**config.mk**
```make
export PLATFORM = sky130hd
export DESIGN_NAME = ili9341_spi_sink
export DESIGN_NICKNAME = d
export VERILOG_FILES = /design/src/rtl/ili9341_pkg.sv /design/src/rtl/ili9341_spi_deser.sv /design/src/rtl/ili9341_spi_sink.sv
export SDC_FILE = /design/constraint.sdc
export NUM_CORES = 1
export LEC_CHECK = 0
export CAP_MARGIN = 20
export CORE_UTILIZATION = 55
export CTS_BUF_LIST = sky130_fd_sc_hd__clkbuf_4 sky130_fd_sc_hd__clkbuf_8
export CTS_CLUSTER_DIAMETER = 200
export DETAILED_ROUTE_END_ITERATION = 7
export GPL_TIMING_DRIVEN = 0
export PLACE_DENSITY = 0.77
export SLEW_MARGIN = 30
export SYNTH_ARGS = -nofsm -noshare
export SYNTH_HDL_FRONTEND = slang
export SYNTH_SLANG_ARGS = --single-unit
```
**constraint.sdc**
```tcl
create_clock -name clk -period 4.1 [get_ports clk]
set_clock_uncertainty 0.2 [all_clocks]
set_input_delay 0.41 -clock clk [delete_from_list [all_inputs] [get_ports clk]]
set_output_delay 0.41 -clock clk [all_outputs]
set_load 0.05 [all_outputs]
```
**src/rtl/ili9341_pkg.sv**
```systemverilog
// Shared ILI9341 definitions: opcodes, decoder state encoding and window payload.
// Used by both the receive sink and the transmit controller.
package ili9341_pkg;

    localparam int unsigned BYTE_W  = 8;
    localparam int unsigned COORD_W = 9;
    localparam int unsigned PIX_W   = 16;

    localparam logic [BYTE_W-1:0] OP_SWRESET = 8'h01;
    localparam logic [BYTE_W-1:0] OP_CASET   = 8'h2A;
    localparam logic [BYTE_W-1:0] OP_PASET   = 8'h2B;
    localparam logic [BYTE_W-1:0] OP_RAMWR   = 8'h2C;

    typedef enum logic [2:0] {
        ST_IDLE,
        ST_CASET_ARG,
        ST_PASET_ARG,
        ST_RAMWR,
        ST_SKIP
    } dec_state_e;

    typedef struct packed {
        logic [COORD_W-1:0] xs;
        logic [COORD_W-1:0] xe;
        logic [COORD_W-1:0] ys;
        logic [COORD_W-1:0] ye;
    } win_t;

    // A window edge pair is usable when ordered and inside the panel.
    function automatic logic range_ok(input logic [COORD_W-1:0] s,
                                      input logic [COORD_W-1:0] e,
                                      input int unsigned        lim);
        return (s <= e) && (32'(e) < lim);
    endfunction

endpackage

```
**src/rtl/ili9341_spi_deser.sv**
```systemverilog
// SPI mode-0 receive front end: synchronizers, SCK rising-edge detect, byte assembly.
// Emits one byte_valid pulse per 8 bits and byte_abort when CS drops a partial byte.
module ili9341_spi_deser
    import ili9341_pkg::*;
(
    input  logic              clk,
    input  logic              rst,
    input  logic              spi_sck,
    input  logic              spi_mosi,
    input  logic              spi_cs,
    input  logic              spi_dc,
    output logic [BYTE_W-1:0] byte_data,
    output logic              byte_dc,
    output logic              byte_valid,
    output logic              byte_abort
);

    logic [2:0]        sck_q, sck_d;
    logic [1:0]        mosi_q, mosi_d;
    logic [1:0]        dc_q, dc_d;
    logic [1:0]        cs_q, cs_d;
    logic              rise_q, rise_d;
    logic              bit_mosi_q, bit_mosi_d;
    logic              bit_dc_q, bit_dc_d;
    logic [2:0]        bit_cnt_q, bit_cnt_d;
    logic [6:0]        shreg_q, shreg_d;
    logic [BYTE_W-1:0] byte_q, byte_d;
    logic              byte_dc_q, byte_dc_d;
    logic              byte_valid_q, byte_valid_d;
    logic              abort_q, abort_d;

    always_comb begin
        sck_d        = {sck_q[1:0], spi_sck};
        mosi_d       = {mosi_q[0], spi_mosi};
        dc_d         = {dc_q[0], spi_dc};
        cs_d         = {cs_q[0], spi_cs};
        // Edge is registered with its data so the byte lands 3 clk after SCK is first seen high.
        rise_d       = sck_q[1] & ~sck_q[2] & ~cs_q[1];
        bit_mosi_d   = mosi_q[1];
        bit_dc_d     = dc_q[1];
        bit_cnt_d    = bit_cnt_q;
        shreg_d      = shreg_q;
        byte_d       = byte_q;
        byte_dc_d    = byte_dc_q;
        byte_valid_d = 1'b0;
        abort_d      = 1'b0;
        if (rise_q) begin
            shreg_d   = {shreg_q[5:0], bit_mosi_q};
            bit_cnt_d = bit_cnt_q + 3'd1;
            if (bit_cnt_q == 3'd7) begin
                byte_d       = {shreg_q, bit_mosi_q};
                byte_dc_d    = bit_dc_q;
                byte_valid_d = 1'b1;
            end
        end else if (cs_q[1] && (bit_cnt_q != 3'd0)) begin
            bit_cnt_d = 3'd0;
            abort_d   = 1'b1;
        end
    end

    always_ff @(posedge clk or negedge rst) begin
        if (!rst) begin
            sck_q        <= '0;
            mosi_q       <= '0;
            dc_q         <= '0;
            cs_q         <= 2'b11;
            rise_q       <= 1'b0;
            bit_mosi_q   <= 1'b0;
            bit_dc_q     <= 1'b0;
            bit_cnt_q    <= '0;
            shreg_q      <= '0;
            byte_q       <= '0;
            byte_dc_q    <= 1'b0;
            byte_valid_q <= 1'b0;
            abort_q      <= 1'b0;
        end else begin
            sck_q        <= sck_d;
            mosi_q       <= mosi_d;
            dc_q         <= dc_d;
            cs_q         <= cs_d;
            rise_q       <= rise_d;
            bit_mosi_q   <= bit_mosi_d;
            bit_dc_q     <= bit_dc_d;
            bit_cnt_q    <= bit_cnt_d;
            shreg_q      <= shreg_d;
            byte_q       <= byte_d;
            byte_dc_q    <= byte_dc_d;
            byte_valid_q <= byte_valid_d;
            abort_q      <= abort_d;
        end
    end

    assign byte_data  = byte_q;
    assign byte_dc    = byte_dc_q;
    assign byte_valid = byte_valid_q;
    assign byte_abort = abort_q;

endmodule

```
**src/rtl/ili9341_spi_sink.sv**
```systemverilog
// ILI9341 SPI receiver model: decodes CASET/PASET/RAMWR/SWRESET and emits
// addressed RGB565 pixels, command strobes and protocol error pulses.
module ili9341_spi_sink
    import ili9341_pkg::*;
#(
    parameter int unsigned WIDTH  = 240,
    parameter int unsigned HEIGHT = 240
) (
    input  logic               clk,
    input  logic               rst,
    input  logic               spi_sck,
    input  logic               spi_mosi,
    input  logic               spi_cs,
    input  logic               spi_dc,
    output logic               cmd_valid,
    output logic [BYTE_W-1:0]  cmd_byte,
    output logic               pix_valid,
    output logic [PIX_W-1:0]   pix_data,
    output logic [COORD_W-1:0] pix_x,
    output logic [COORD_W-1:0] pix_y,
    output logic               frame_done,
    output logic               err
);

    localparam win_t WIN_DEFAULT = '{xs: '0, xe: COORD_W'(WIDTH - 1),
                                     ys: '0, ye: COORD_W'(HEIGHT - 1)};

    logic [BYTE_W-1:0] des_byte;
    logic              des_dc;
    logic              des_valid;
    logic              des_abort;

    ili9341_spi_deser u_deser (
        .clk        (clk),
        .rst        (rst),
        .spi_sck    (spi_sck),
        .spi_mosi   (spi_mosi),
        .spi_cs     (spi_cs),
        .spi_dc     (spi_dc),
        .byte_data  (des_byte),
        .byte_dc    (des_dc),
        .byte_valid (des_valid),
        .byte_abort (des_abort)
    );

    dec_state_e         state_q, state_d;
    win_t               win_q, win_d;
    logic [1:0]         arg_cnt_q, arg_cnt_d;
    logic [COORD_W-1:0] arg_start_q, arg_start_d;
    logic               arg_end_hi_q, arg_end_hi_d;
    logic [COORD_W-1:0] x_q, x_d, y_q, y_d;
    logic               hi_pend_q, hi_pend_d;
    logic [BYTE_W-1:0]  hi_byte_q, hi_byte_d;
    logic               cmd_valid_q, cmd_valid_d;
    logic [BYTE_W-1:0]  cmd_byte_q, cmd_byte_d;
    logic               pix_valid_q, pix_valid_d;
    logic [PIX_W-1:0]   pix_data_q, pix_data_d;
    logic [COORD_W-1:0] pix_x_q, pix_x_d, pix_y_q, pix_y_d;
    logic               frame_done_q, frame_done_d;
    logic               err_q, err_d;
    logic [COORD_W-1:0] arg_end;

    assign arg_end = {arg_end_hi_q, des_byte};

    always_comb begin
        state_d      = state_q;
        win_d        = win_q;
        arg_cnt_d    = arg_cnt_q;
        arg_start_d  = arg_start_q;
        arg_end_hi_d = arg_end_hi_q;
        x_d          = x_q;
        y_d          = y_q;
        hi_pend_d    = hi_pend_q;
        hi_byte_d    = hi_byte_q;
        cmd_valid_d  = 1'b0;
        cmd_byte_d   = cmd_byte_q;
        pix_valid_d  = 1'b0;
        pix_data_d   = pix_data_q;
        pix_x_d      = pix_x_q;
        pix_y_d      = pix_y_q;
        frame_done_d = 1'b0;
        err_d        = des_abort;

        if (des_valid && !des_dc) begin
            // A command always aborts whatever transaction was in flight.
            cmd_valid_d = 1'b1;
            cmd_byte_d  = des_byte;
            if ((state_q == ST_RAMWR && hi_pend_q) ||
                state_q == ST_CASET_ARG || state_q == ST_PASET_ARG) begin
                err_d = 1'b1;
            end
            hi_pend_d = 1'b0;
            arg_cnt_d = 2'd0;
            case (des_byte)
                OP_CASET: state_d = ST_CASET_ARG;
                OP_PASET: state_d = ST_PASET_ARG;
                OP_RAMWR: begin
                    state_d = ST_RAMWR;
                    x_d     = win_q.xs;
                    y_d     = win_q.ys;
                end
                OP_SWRESET: begin
                    state_d = ST_IDLE;
                    win_d   = WIN_DEFAULT;
                end
                default: state_d = ST_SKIP;
            endcase
        end else if (des_valid) begin
            case (state_q)
                ST_CASET_ARG, ST_PASET_ARG: begin
                    arg_cnt_d = arg_cnt_q + 2'd1;
                    case (arg_cnt_q)
                        2'd0: arg_start_d[8]   = des_byte[0];
                        2'd1: arg_start_d[7:0] = des_byte;
                        2'd2: arg_end_hi_d     = des_byte[0];
                        default: begin
                            state_d = ST_SKIP;
                            if (!range_ok(arg_start_q, arg_end,
                                          (state_q == ST_CASET_ARG) ? WIDTH : HEIGHT)) begin
                                err_d = 1'b1;
                            end else if (state_q == ST_CASET_ARG) begin
                                win_d.xs = arg_start_q;
                                win_d.xe = arg_end;
                            end else begin
                                win_d.ys = arg_start_q;
                                win_d.ye = arg_end;
                            end
                        end
                    endcase
                end
                ST_RAMWR: begin
                    if (!hi_pend_q) begin
                        hi_byte_d = des_byte;
                        hi_pend_d = 1'b1;
                    end else begin
                        hi_pend_d   = 1'b0;
                        pix_valid_d = 1'b1;
                        pix_data_d  = {hi_byte_q, des_byte};
                        pix_x_d     = x_q;
                        pix_y_d     = y_q;
                        // Raster advance; last pixel of the window wraps to its origin.
                        if (x_q == win_q.xe) begin
                            x_d = win_q.xs;
                            if (y_q == win_q.ye) begin
                                y_d          = win_q.ys;
                                frame_done_d = 1'b1;
                            end else begin
                                y_d = y_q + 9'd1;
                            end
                        end else begin
                            x_d = x_q + 9'd1;
                        end
                    end
                end
                default: ;
            endcase
        end
    end

    always_ff @(posedge clk or negedge rst) begin
        if (!rst) begin
            state_q      <= ST_IDLE;
            win_q        <= WIN_DEFAULT;
            arg_cnt_q    <= '0;
            arg_start_q  <= '0;
            arg_end_hi_q <= 1'b0;
            x_q          <= '0;
            y_q          <= '0;
            hi_pend_q    <= 1'b0;
            hi_byte_q    <= '0;
            cmd_valid_q  <= 1'b0;
            cmd_byte_q   <= '0;
            pix_valid_q  <= 1'b0;
            pix_data_q   <= '0;
            pix_x_q      <= '0;
            pix_y_q      <= '0;
            frame_done_q <= 1'b0;
            err_q        <= 1'b0;
        end else begin
            state_q      <= state_d;
            win_q        <= win_d;
            arg_cnt_q    <= arg_cnt_d;
            arg_start_q  <= arg_start_d;
            arg_end_hi_q <= arg_end_hi_d;
            x_q          <= x_d;
            y_q          <= y_d;
            hi_pend_q    <= hi_pend_d;
            hi_byte_q    <= hi_byte_d;
            cmd_valid_q  <= cmd_valid_d;
            cmd_byte_q   <= cmd_byte_d;
            pix_valid_q  <= pix_valid_d;
            pix_data_q   <= pix_data_d;
            pix_x_q      <= pix_x_d;
            pix_y_q      <= pix_y_d;
            frame_done_q <= frame_done_d;
            err_q        <= err_d;
        end
    end

    assign cmd_valid  = cmd_valid_q;
    assign cmd_byte   = cmd_byte_q;
    assign pix_valid  = pix_valid_q;
    assign pix_data   = pix_data_q;
    assign pix_x      = pix_x_q;
    assign pix_y      = pix_y_q;
    assign frame_done = frame_done_q;
    assign err        = err_q;

endmodule

```
==> results.toml, run 1 <==
[synth]
synth_fp_nets = 604
yosys_warnings = 0
synthArstFlopShare = 1.000
syn_inst = 580
syn-mean-instance-area_um2 = 12.00
ys_seq_elements = 157
ys_seq_area_frac = 0.5674
yosysUniqueCellTypes = 61
syn-cell-area_mm2 = 0.006959
synth_edf_count = 0
dominantRegCellSynth = "dfrtp_1"

[sta]
post-route-period-util = 0.7295
hold_viol = 0
worstMarginPinSlew_ps = 666.7
drv_slew = 0
setup_viol = 0
finalSetupTns_ps = 0
slew-limit-headroom = 0.5555
fmax_ghz = 0.3343
finalCriticalPeriod_ps = 2991
rsz0062_at_grt = "no"

[critical_path]
crit_fanout = 10
crit_path_cell_trace = "buf_6 -> inv_1 -> ha_1 -> nor2b_1 -> o21a_1 -> o21ai_0 -> a31oi_4 -> nor3_4 -> buf_6 -> a22o_1"
cp_common_cell = "buf_6"
reg2reg_slack_ps = 1110
worst_path_largest_cell_delay_ps = 440
setup.worst_path.start_class = "flop"
critPathArrivalTime_ps = 3180
cp_slowest_cell = "nor3_4"
path_delay_family = "compound AO/OA/AOI/OAI gates"
r2r-end = "win_q[32]"
critPathKind = "reg2reg"
r2r_start = "u_deser.byte_data[1]"
crit_buf_inv = 3
rr_worst_depth = 10
end_kind = "flop"
required_ps = 4290

[drt]
top_layer_used = "met4"
drc = 0
vias_per_cell = 5.804
wl_met3_um = 643
drt_iter0_drc = 384
wl_met1_mm = 6.560
dr.pass1.iters = 5
wl_mm = 14.91
routedWlPerCell_um = 17.90
vias = 4835
ant_nets = 0
met2RoutedLength_mm = 7.239

[finish]
antenna_cells = 0
final_util = 0.6671
multi_input_area_mm2 = 0.002759
mostFrequentLayoutCells = "dfrtp_1 (141), nand2_1 (60), mux2_2 (53)"
syn_to_final_growth_pct = 16.58
layout.nets = 676
drive_gt1_frac = 0.2135
final_common_cell = "dfrtp_1"
seq_area_mm2 = 0.003949
fillers = 932
stdcell_area_mm2 = 0.008113

[global_routing]
antenna_found_initial = 0
gr-usage-all-layers = 0.2575
grt_pass1_wl_mm = 25.27
grt_pass1_vias = 4828
gr-total-overflow = 0
grt_max_degree = 87

[floorplanning]
start_util = 0.5722
row_count = 40
die_area_mm2 = 0.01311
io_pins = 52
die_width_um = 114.5
die_height_um = 114.5
core_area_mm2 = 0.01216

[clock_network]
cts_buffers = 17
clk_pin_slew_ps = 80
hold_buffers = 1
cts_root_buffer = "clkbuf_8"
cts_resized = 0
cts_max_path_buffers = 2
cts_tree = "done"
h-tree-depth = 4
clock-sinks = 157
clk_latency_ps = 450
cts_setup_buffers = 0

[place]
port_buffers = 51
place.gp.congestion = 0.8304
dp_hpwl_mm = 10.46
dpl_cell_area_mm2 = 0.007712

[flow_run]
maxCapViolCount = 0

[outcome]
outcome = "completed"

[power_and_ir_drop]
power.total_uw = 2885
power_density_mw_per_mm2 = 355.6
leakage_uw = 0.003647
peakVddDrop_uv = 273.5

[min_path]
whs_endpoint = "u_deser.mosi_q[1]"
hp-class = "reg2reg"
worstHoldStart = "u_deser.mosi_q[0]"
hold_path_depth = 0
routing by layer:
| layer | vias to the layer above | global-route usage |
|---|---|---|
| met5 | - | 0 |
| met4 | 0 | 0.1186 |
| met3 | 37 | 0.05082 |
| met2 | 142 | 0.4008 |
| met1 | 2448 | 0.3508 |
| li1 | 2208 | - |
kinds of logic after synthesis:
group           synth area share
flops                     0.5674
compound gates            0.1447
simple gates             0.09619
mux                      0.09583
buf+inv                  0.03704
xor+xnor                 0.02643
fa+ha+maj                0.03236
how the worst max path moves through the flow:
stage | cells after the start | slack [ps] | endpoint | start
after detailed placement | 10 | 1160 | win_q[32] | u_deser.byte_data[1]
after global placement | 1 | -3500 | pix_x[5] | rst
after global routing | 10 | 1000 | win_q[32] | u_deser.byte_data[1]
after floorplan | 10 | 1540 | win_q[22] | u_deser.byte_data[1]
final | 10 | 1110 | win_q[32] | u_deser.byte_data[1]
after CTS | 10 | 1110 | win_q[32] | u_deser.byte_data[1]
cells in the mapped netlist, types with 3 or more instances:
library cell  number  area (um2)
a22oi_1            3       22.52
buf_2              8       40.04
a31oi_1            3       18.77
clkbuf_1          14       52.55
dfstp_2           16       420.4
mux2i_1            7       70.07
nand3_1           16       80.08
mux2_2            53       596.8
nor4_1             3       18.77
buf_1              3       11.26
ha_1              18       225.2
nor3_1             4       20.02
o21ai_1            7       35.03
nand4_1            4       25.02
buf_6              4       45.04
and3_1             8       50.05
a22o_1            23       201.4
a2bb2oi_2          7       105.1
a31o_2             3       26.28
xnor2_1           21       183.9
dfrtp_1          141        3528
nand2_1           60       225.2
nor2_1            17       63.81
o21ai_0           40       200.2
a21oi_1           17       85.08
a2bb2oi_1         13       113.9
inv_1             24       90.09
and2_1             4       25.02
worst reg2reg max path: stages (launching register included):
cell	delay [ps]
dfrtp_1	390
buf_6	140
inv_1	270
ha_1	300
nor2b_1	130
o21a_1	160
o21ai_0	290
a31oi_4	230
nor3_4	440
buf_6	230
a22o_1	160
sequential cells by signal, summed over array words and instances, names as in the netlist, 2 cells and up:
name	flops
arg_cnt_q	2
arg_start_q	9
cmd_byte	8
hi_byte_q	8
pix_data	16
pix_x	9
pix_y	9
state_q	3
u_deser.bit_cnt_q	3
u_deser.byte_data	8
u_deser.cs_q	2
u_deser.dc_q	2
u_deser.mosi_q	2
u_deser.sck_q	3
u_deser.shreg_q	7
win_q	36
x_q	9
y_q	9
metrics by stage:
stage	setup slack, ps	hold WS [ps]	cells
global route	999.9	153.2	833
floorplan	1544	-85.59	580
finish	1109	154.3	833
CTS	1114	155.2	833
global placement	-3497	133.1	799
detailed placement	1161	138.7	800
where the power goes:
| group | internal [uW] | switching, uW |
|---|---|---|
| Sequential | 1600 | 38.6 |
| Combinational | 55.1 | 79.2 |
| Clock | 563 | 548 |
| Total | 2220 | 666 |
layout make-up:
type / instances / share of cell area
multi-input combinational: 367 / 0.3401
buffer: 31 / 0.02020
tap: 168 / 0.02591
clock buffer: 20 / 0.03239
inverter: 25 / 0.01157
timing repair buffer: 53 / 0.06817
sequential: 157 / 0.4867
clock inverter: 12 / 0.01496
Power figures use the tool's default switching activity.
==> run 2, diff against run 1 <==
--- a/config.mk
+++ b/config.mk
@@ -11,7 +11,7 @@
 export CTS_CLUSTER_DIAMETER = 200
 export DETAILED_ROUTE_END_ITERATION = 7
 export GPL_TIMING_DRIVEN = 0
-export PLACE_DENSITY = 0.77
+export PLACE_DENSITY = 0.8
 export SLEW_MARGIN = 30
 export SYNTH_ARGS = -nofsm -noshare
 export SYNTH_HDL_FRONTEND = slang
==> constraint.sdc (replaced) <==
create_clock -name clk -period 2.52 [get_ports clk]
set_clock_uncertainty 0.2 [all_clocks]
set_input_delay 0.252 -clock clk [delete_from_list [all_inputs] [get_ports clk]]
set_output_delay 0.252 -clock clk [all_outputs]
set_load 0.05 [all_outputs]
==> run 2 against run 1 <==
Net effect: the run now ends with setup timing left; sequential power increased by 62%; utilization increased by 2.8 points; critical path depth decreased by 2; fmax increased by 18%; non-clock buffer count increased by 22; worst hold slack got worse by 130 ps; die area unchanged; final cell count increased by 2.6%; cell area increased by 4.2%; clock power increased by 72%; power increased by 66%; critical endpoint is now win_q[31]; highest routed layer unchanged.
==> results.toml, run 2 (synthesis results as in run 1) <==
[critical_path]
rr_worst_depth = 8
worst_path_largest_cell_delay_ps = 540
setup.worst_path.start_class = "flop"
critPathArrivalTime_ps = 2680
crit_fanout = 5
r2r-end = "win_q[31]"
required_ps = 2670
reg2reg_slack_ps = -10
r2r_start = "u_deser.byte_data[1]"
end_kind = "flop"
path_delay_family = "simple AND/OR/NAND/NOR gates"
endpoint = "win_q[31]"
crit_cells = 8
cp_slowest_cell = "or4b_4"
critPathKind = "reg2reg"
crit_path_cell_trace = "buf_6 -> buf_4 -> or4b_4 -> nor4_4 -> o2bb2ai_2 -> a211o_1 -> buf_2 -> a22o_1"
crit_buf_inv = 3
crit_start = "u_deser.byte_data[1]"

[drt]
ant_nets = 0
drt_iter0_drc = 453
vias = 4969
wl_met1_mm = 6.702
met2RoutedLength_mm = 7.516
vias_per_cell = 5.812
routedWlPerCell_um = 18.22
wl_met3_um = 868
wl_mm = 15.57
top_layer_used = "met4"
dr.pass1.iters = 5
drc = 0

[sta]
post-route-period-util = 1.004
drv_slew = 0
whs_ps = 23.22
setup_viol = 3
finalSetupTns_ps = -13.21
worstMarginPinSlew_ps = 657.8
fmax_ghz = 0.3951
finalCriticalPeriod_ps = 2531
worst_slack_ps = -11.10
rsz0062_at_grt = "yes"
slew-limit-headroom = 0.5615
hold_viol = 0

[finish]
layout.nets = 698
syn_to_final_growth_pct = 21.43
final_util = 0.6949
largest_reg_flops = 36
final_common_cell = "dfrtp_1"
top_register = "win_q"
mostFrequentLayoutCells = "dfrtp_1 (135), nand2_1 (58), mux2_2 (53)"
antenna_cells = 0
drive_gt1_frac = 0.2766

[outcome]
outcome = "complete, but fails checks"
violations = "setup timing"

[global_routing]
antenna_found_initial = 0
gr-total-overflow = 0
grt_max_degree = 88
grt_pass1_wl_mm = 25.33
gr-usage-all-layers = 0.2555
grt_pass1_vias = 5024

[power_and_ir_drop]
power.total_uw = 4803
power_density_mw_per_mm2 = 568.3
peakVddDrop_uv = 342.4
leakage_uw = 0.003789

[place]
dp_hpwl_mm = 10.33
place.gp.congestion = 0.8694
port_buffers = 51

[floorplanning]
core_area_mm2 = 0.01216
die_area_mm2 = 0.01311
die_width_um = 114.5
row_count = 40
io_pins = 52
start_util = 0.5722
die_height_um = 114.5

[min_path]
hold_path_depth = 1
hp-class = "in2reg"
worstHoldStart = "spi_sck"

[clock_network]
cts_root_buffer = "clkbuf_8"
cts_tree = "done"
cts_max_path_buffers = 2
clk_pin_slew_ps = 80
clk_latency_ps = 460
cts_buffers = 17
clock-sinks = 157
h-tree-depth = 4

[flow_run]
maxCapViolCount = 0
[run 2: layout make-up]
type / instances / area [um2]
timing repair buffer: 75 / 730.7
fill: 848 / 3711
sequential: 157 / 3956
buffer: 31 / 178.9
inverter: 25 / 110.1
clock buffer: 20 / 275.3
tap: 168 / 210.2
clock inverter: 12 / 137.6
multi-input combinational: 367 / 2851
[run 2: worst register-to-register path: stages, from the launching register on]
cell	delay (ps)
dfrtp_1	380
buf_6	120
buf_4	130
or4b_4	540
nor4_4	190
o2bb2ai_2	160
a211o_1	350
buf_2	180
a22o_1	180
[run 2: how the worst min path moves through the flow]
stage	endpoint	slack, ps
after floorplan	arg_cnt_q[0]	-240
after global placement	u_deser.bit_mosi_q	130
after detailed placement	pix_x[6]	40
after CTS	u_deser.sck_q[0]	3
after global routing	u_deser.dc_q[0]	20
final	u_deser.sck_q[0]	20
[run 2: per-layer routing]
metal | vias up | global-route usage
met5 | - | 0
met4 | 0 | 0.1325
met3 | 48 | 0.06141
met2 | 187 | 0.4016
met1 | 2484 | 0.3310
li1 | 2250 | -
[run 2: per-stage QoR]
| step | worst slack [ps] | cells | instance area, um2 |
|---|---|---|---|
| after detailed placement | -365.2 | 800 | 7712 |
| after CTS | 10.40 | 846 | 8282 |
| after global routing | -67.78 | 855 | 8451 |
| final | -11.10 | 855 | 8451 |
| after floorplan | 49.39 | 580 | 6959 |
| after global placement | -4870 | 799 | 7680 |
[run 2: repair_timing]
item,4_1_cts,5_1_grt
gates resized for setup,17,23
buffers inserted,12,7
endpoints found under the hold margin,71,0
hold buffers,2,0
gates cloned,0,2
setup endpoints to repair,68,50
pin swaps,5,11
[run 2: power by group]
group | switching, uW | leakage, uW | internal (uW)
Combinational | 134 | 0.00151 | 95.3
Sequential | 56.1 | 0.00209 | 2600
Clock | 952 | 0.000194 | 963
Total | 1140 | 0.00379 | 3660
